**src/rtl/fifo_stream_reader.sv**
```systemverilog
// Read-side drain engine: issues FIFO reads, captures the registered read data
// into a 2-entry buffer and presents it in order on a valid/ready stream.
module fifo_stream_reader #(
   parameter int DATA_WIDTH = 32,
   parameter int CNT_WIDTH  = 16
) (
   input  logic                  clk,
   input  logic                  rst_n,
   input  logic                  en,
   output logic                  fifo_cs,
   output logic                  fifo_rd_en,
   input  logic [DATA_WIDTH-1:0] fifo_data_out,
   input  logic                  fifo_empty,
   output logic                  m_valid,
   output logic [DATA_WIDTH-1:0] m_data,
   input  logic                  m_ready,
   output logic [CNT_WIDTH-1:0]  rd_count,
   output logic                  busy
);

   logic [1:0]            occ_q, occ_d;
   logic                  infl_q, infl_d;
   logic [DATA_WIDTH-1:0] head_q, head_d;
   logic [DATA_WIDTH-1:0] tail_q, tail_d;
   logic [CNT_WIDTH-1:0]  cnt_q, cnt_d;
   logic [1:0]            pend;
   logic                  pop;
   logic                  push;

   assign pend = occ_q + {1'b0, infl_q};
   assign pop  = m_valid & m_ready;
   assign push = infl_q;

   always_ff @(posedge clk or negedge rst_n) begin
      if (!rst_n) begin
         occ_q  <= '0;
         infl_q <= 1'b0;
         head_q <= '0;
         tail_q <= '0;
         cnt_q  <= '0;
      end else begin
         occ_q  <= occ_d;
         infl_q <= infl_d;
         head_q <= head_d;
         tail_q <= tail_d;
         cnt_q  <= cnt_d;
      end
   end

   // A slot freed by this cycle's pop may be reclaimed by a new read.
   always_comb begin
      fifo_rd_en = rst_n & en & ~fifo_empty &
                   ((pend < 2'd2) | ((pend == 2'd2) & pop));
   end

   always_comb begin
      occ_d  = occ_q;
      head_d = head_q;
      tail_d = tail_q;
      infl_d = fifo_rd_en;
      cnt_d  = pop ? cnt_q + 1'b1 : cnt_q;
      case ({push, pop})
         2'b01: begin
            head_d = tail_q;
            occ_d  = occ_q - 2'd1;
         end
         2'b10: begin
            if (occ_q == 2'd0) head_d = fifo_data_out;
            else               tail_d = fifo_data_out;
            occ_d = occ_q + 2'd1;
         end
         2'b11: begin
            // Captured word lands behind whatever remains after the pop.
            if (occ_q == 2'd1) begin
               head_d = fifo_data_out;
            end else begin
               head_d = tail_q;
               tail_d = fifo_data_out;
            end
         end
         default: ;
      endcase
   end

   always_comb begin
      fifo_cs  = en;
      m_valid  = (occ_q != 2'd0);
      m_data   = head_q;
      rd_count = cnt_q;
      busy     = (occ_q != 2'd0) | infl_q;
   end

endmodule

```
**config.mk**
```make
export PLATFORM = sky130hd
export DESIGN_NAME = fifo_stream_reader
export DESIGN_NICKNAME = d
export VERILOG_FILES = /design/src/rtl/fifo_stream_reader.sv
export SDC_FILE = /design/constraint.sdc
export NUM_CORES = 1
export LEC_CHECK = 0
export CAP_MARGIN = 20
export CELL_PAD_IN_SITES_DETAIL_PLACEMENT = 1
export CELL_PAD_IN_SITES_GLOBAL_PLACEMENT = 1
export CORE_MARGIN = 10
export CORE_UTILIZATION = 39
export DETAILED_ROUTE_END_ITERATION = 10
export HOLD_SLACK_MARGIN = 0.08
export PLACE_DENSITY = 0.84
export SLEW_MARGIN = 0
export SYNTH_ARGS = -nofsm -noshare
export SYNTH_HDL_FRONTEND = slang
export SYNTH_SLANG_ARGS = --single-unit
```
**constraint.sdc**
```tcl
create_clock -name clk -period 3.4 [get_ports clk]
set_clock_uncertainty 0.05 [all_clocks]
set_input_delay 0.68 -clock clk [delete_from_list [all_inputs] [get_ports clk]]
set_output_delay 0.68 -clock clk [all_outputs]
set_load 0.05 [all_outputs]
```
==> metrics list <==
* WL final: between 9000 and 10,000 um
- Total number of H-tree levels: 3
* Final global-route overflow total: 0
- Met3 routing resource usage after global routing: under 10%
* Via/cell ratio: roughly 5.2
- Number of violations of the max-capacitance limit: 0
- The via count of the first global-routing pass was just under 3,000.
- Seq/Total Area, Yosys: a little under three fifths
- The floorplan step defined a die boundary enclosing between 10,000 and 15,000 sq um.
* Most frequent cells in the layout: 86 x sky130_fd_sc_hd__clkdlybuf4s50_1, 83 x sky130_fd_sc_hd__dfrtp_1, 45 x sky130_fd_sc_hd__nand2_1
- Number of buffer cells added on primary ports: 88
- The multi-input combinational cells in the finished layout cover a total of 1400 sq um.
* Number of diodes: 0
* DP Wirelength: 6900 um
- The detail route stage leaves a number of antenna-violating nets equal to 0.
- Of all nets on the critical path, the largest fanout is 19.
- For this block, the initial DRC count from the detailed router was 90.
- Pin count of the biggest net entering global routing: 65
- Power spread over the standard cell area amounts to 976 nW/um^2.
- Setup violations remaining at the end of the flow were counted as 0.
* Reported leakage power: around 2.1 nW
* Path type of the worst min-delay path: input port to asynchronous set/reset pin
- Summed over all instances, the cell type with the most area after synthesis is sky130_fd_sc_hd__dfrtp_1.
- Clock latency on the worst-skew pair, taken at its later pin, is 0.35 ns.
- Gates resized during post-CTS repair numbered 0.
- The library cell used most frequently in the layout, excluding fill and tap cells, is sky130_fd_sc_hd__clkdlybuf4s50_1.
- 89 I/O pins were placed.
* Nets@finish: between 400 and 500
- In the synthesized netlist, the number of instances is 300.
- Fraction of synthesized cell area taken by the top area cell type: between 50 and 60%
* Max clock buf depth: 2
- TritonRoute pass-1 iters: 4
- For this run, design rule violations remaining after detail routing come to 0.
- Minimum clock period: 3.03 ns
- In the final layout, flip-flops and latches occupy slightly above 2000 sq um.
- In this run the cell area of the synthesized design comes to about 3600 sq um.
* Count of unique library cells instantiated by Yosys: 34
* Fillers: between 900 and 1,000
* Layout cells sized above 1: 15.5%
- Final-layout setup total negative slack: 0 ns
- Site row count: 35
* Initial cell density of the core: roughly two fifths
- Part of the cycle the worst path needs: around 89%
- Clk pin slew, worst setup/hold paths: ~0.090 ns
- TritonCTS built the clock tree.
* CTS Hold Bufs: 0
* Width of the die: between 100 and 150 um
- DR vias: ~2,600
* Post-CTS Repair Setup Buffers: 0
- Result of the run: finished clean
- Critical path class: register to register
- Core outline area: approximately 9100 sq um
- Post-synthesis register bit count: just over 80
* Total number of clock tree sinks: between 80 and 90
- For this run, global-route usage on met1 was measured as approximately 18%.
- Worst IR drop on VDD: roughly 0.0007 V
- Antenna violations before repair: 0
- A synthesized cell averages between 10 and 15 sq um.
- Headroom to the max-slew limit: between 30% and 40%
- The finished cells cover 4760 sq um.
- Compared with the post-synthesis result, the final layout area differs by 31.8%.
- STA classifies the critical path startpoint as a register.
- Global routing used 15.1% of the available tracks across all layers.
- Final hold analysis gives a worst-case slack of 0.334 ns.
- At the pin with the least slew margin, the transition time is between 0.9 and 1 ns.
- Synthesis produced a netlist with a net count of around 350.
* Gpl congestion: 0.771
- Global-route wire length before repair: 16,000 um
- The placed instances occupy a cell area of 4560 sq um.
* Avg WL per Cell: ~19 um
- STA classifies the critical path endpoint as a register.
* Routing usage on met2: 24.5%
* Worst setup slack for register-to-register paths: roughly 0.37 ns
- For the worst setup path, the data required time is 3.60 ns.
- Layout Utilization: 52.2%
- Fmax: roughly 330 MHz
- Sorting the synthesized cells by area gives the leading types as sky130_fd_sc_hd__dfrtp_1 58%, sky130_fd_sc_hd__mux2_2 10%, sky130_fd_sc_hd__a22oi_1 6.7%.
- Setup repair after global routing missed its margin: no
- Hold Vio Cnt, Final: 0
- Root cell of the clock tree: sky130_fd_sc_hd__clkbuf_8
- Die Height: 116 um
- Busiest layer in global routing: met2
- Clock tree synthesis inserted a total of 9 buffers.
- Data arrives at the worst endpoint at 3.24 ns.
- During synthesis, Yosys emitted a total of 0 warnings.
- The max-slew violation total from the final report came to 0.
==> layer usage <==
| layer | vias to the layer above | wire length [um] | share of wire [%] |
|---|---|---|---|
| met3 | 8 | 944 | 9.8 |
| met2 | 86 | 4550 | 47 |
| li1 | 1224 | - | - |
| met5 | - | 0 | 0 |
| met1 | 1327 | 4040 | 42 |
| met4 | 0 | 72 | 0.75 |
==> critical path, stage by stage (launching register included) <==
cell	delay (ns)
sky130_fd_sc_hd__dfrtp_1	0.45
sky130_fd_sc_hd__inv_1	0.07
sky130_fd_sc_hd__ha_1	0.31
sky130_fd_sc_hd__nand2b_1	0.36
sky130_fd_sc_hd__inv_2	0.20
sky130_fd_sc_hd__ha_1	0.29
sky130_fd_sc_hd__nor2b_1	0.11
sky130_fd_sc_hd__a21oi_2	0.70
sky130_fd_sc_hd__a22oi_1	0.12
sky130_fd_sc_hd__o21ai_0	0.26
==> synth_stat cells, drive strengths merged <==
cell / n
clkbuf: 1
and3: 2
ha: 8
or2: 1
a21o: 2
nor2: 2
nand2b: 3
nand2: 45
nor2b: 2
xnor2: 10
nor3: 3
o211ai: 1
nand4: 2
nand3: 4
o21ai: 34
a21oi: 3
nor4: 1
a22oi: 32
and4b: 1
dfrtp: 83
nand4b: 1
buf: 15
xor2: 7
inv: 4
mux2: 32
and4: 1
==> where the power goes <==
group / leakage (nW) / internal (W) / total, W / switching, W
Clock: 0.0904 / 0.000292 / 0.000668 / 0.000377
Sequential: 1.03 / 0.00141 / 0.00169 / 0.000274
Combinational: 0.988 / 0.000853 / 0.00229 / 0.00143
Total: 2.11 / 0.00256 / 0.00464 / 0.00208
==> metrics by stage <==
stage / worst slack (ns) / total power (W) / instances
floorplan: 0.996 / 0.00324 / 300
global placement: 0.116 / 0.00390 / 487
detailed placement: -0.0938 / 0.00401 / 487
CTS: 0.0565 / 0.00470 / 503
global route: 0.0405 / 0.00495 / 504
finish: 0.368 / 0.00464 / 504
==> worst paths after layout <==
path | cells after the start | endpoint | from
worst max-delay path | 9 | m_data[13] | occ_q[0]
worst min-delay path | 2 | m_data[19] | rst_n
worst max register to register | 9 | m_data[13] | occ_q[0]
worst min register to register | 2 | m_data[1] | m_data[1]
max in group asynchronous | 3 | tail_q[28] | rst_n
min in group clk | 2 | m_data[1] | m_data[1]
==> kinds of logic (layout without fill, tap and decap cells) <==
| logic type | Yosys count | after routing | share of synthesized area, % |
|---|---|---|---|
| AOI/OAI and AO/OA | 72 | 72 | 12.8 |
| xor gates and xnor gates | 17 | 17 | 4.13 |
| adders and majority gates | 8 | 8 | 2.77 |
| buffers and inverters | 20 | 113 | 3.64 |
| DFF | 83 | 83 | 57.6 |
| muxes | 32 | 32 | 9.99 |
| and+or+nand+nor | 68 | 68 | 9.08 |
==> cell type report <==
type                    instances  share of cell area, %
inverters                       4                  0.316
repair buffers                 93                   19.7
well taps                     111                   2.92
clock buffers                  10                   2.89
clock inverters                 6                   1.03
flip-flops and latches         83                   43.7
multi-input cells             197                   29.4
==> sequential cells by signal, summed over array words and instances, names as in the netlist <==
register  cells
infl_q        1
m_data       32
occ_q         2
rd_count     16
tail_q       32
Power figures use the tool's default switching activity.
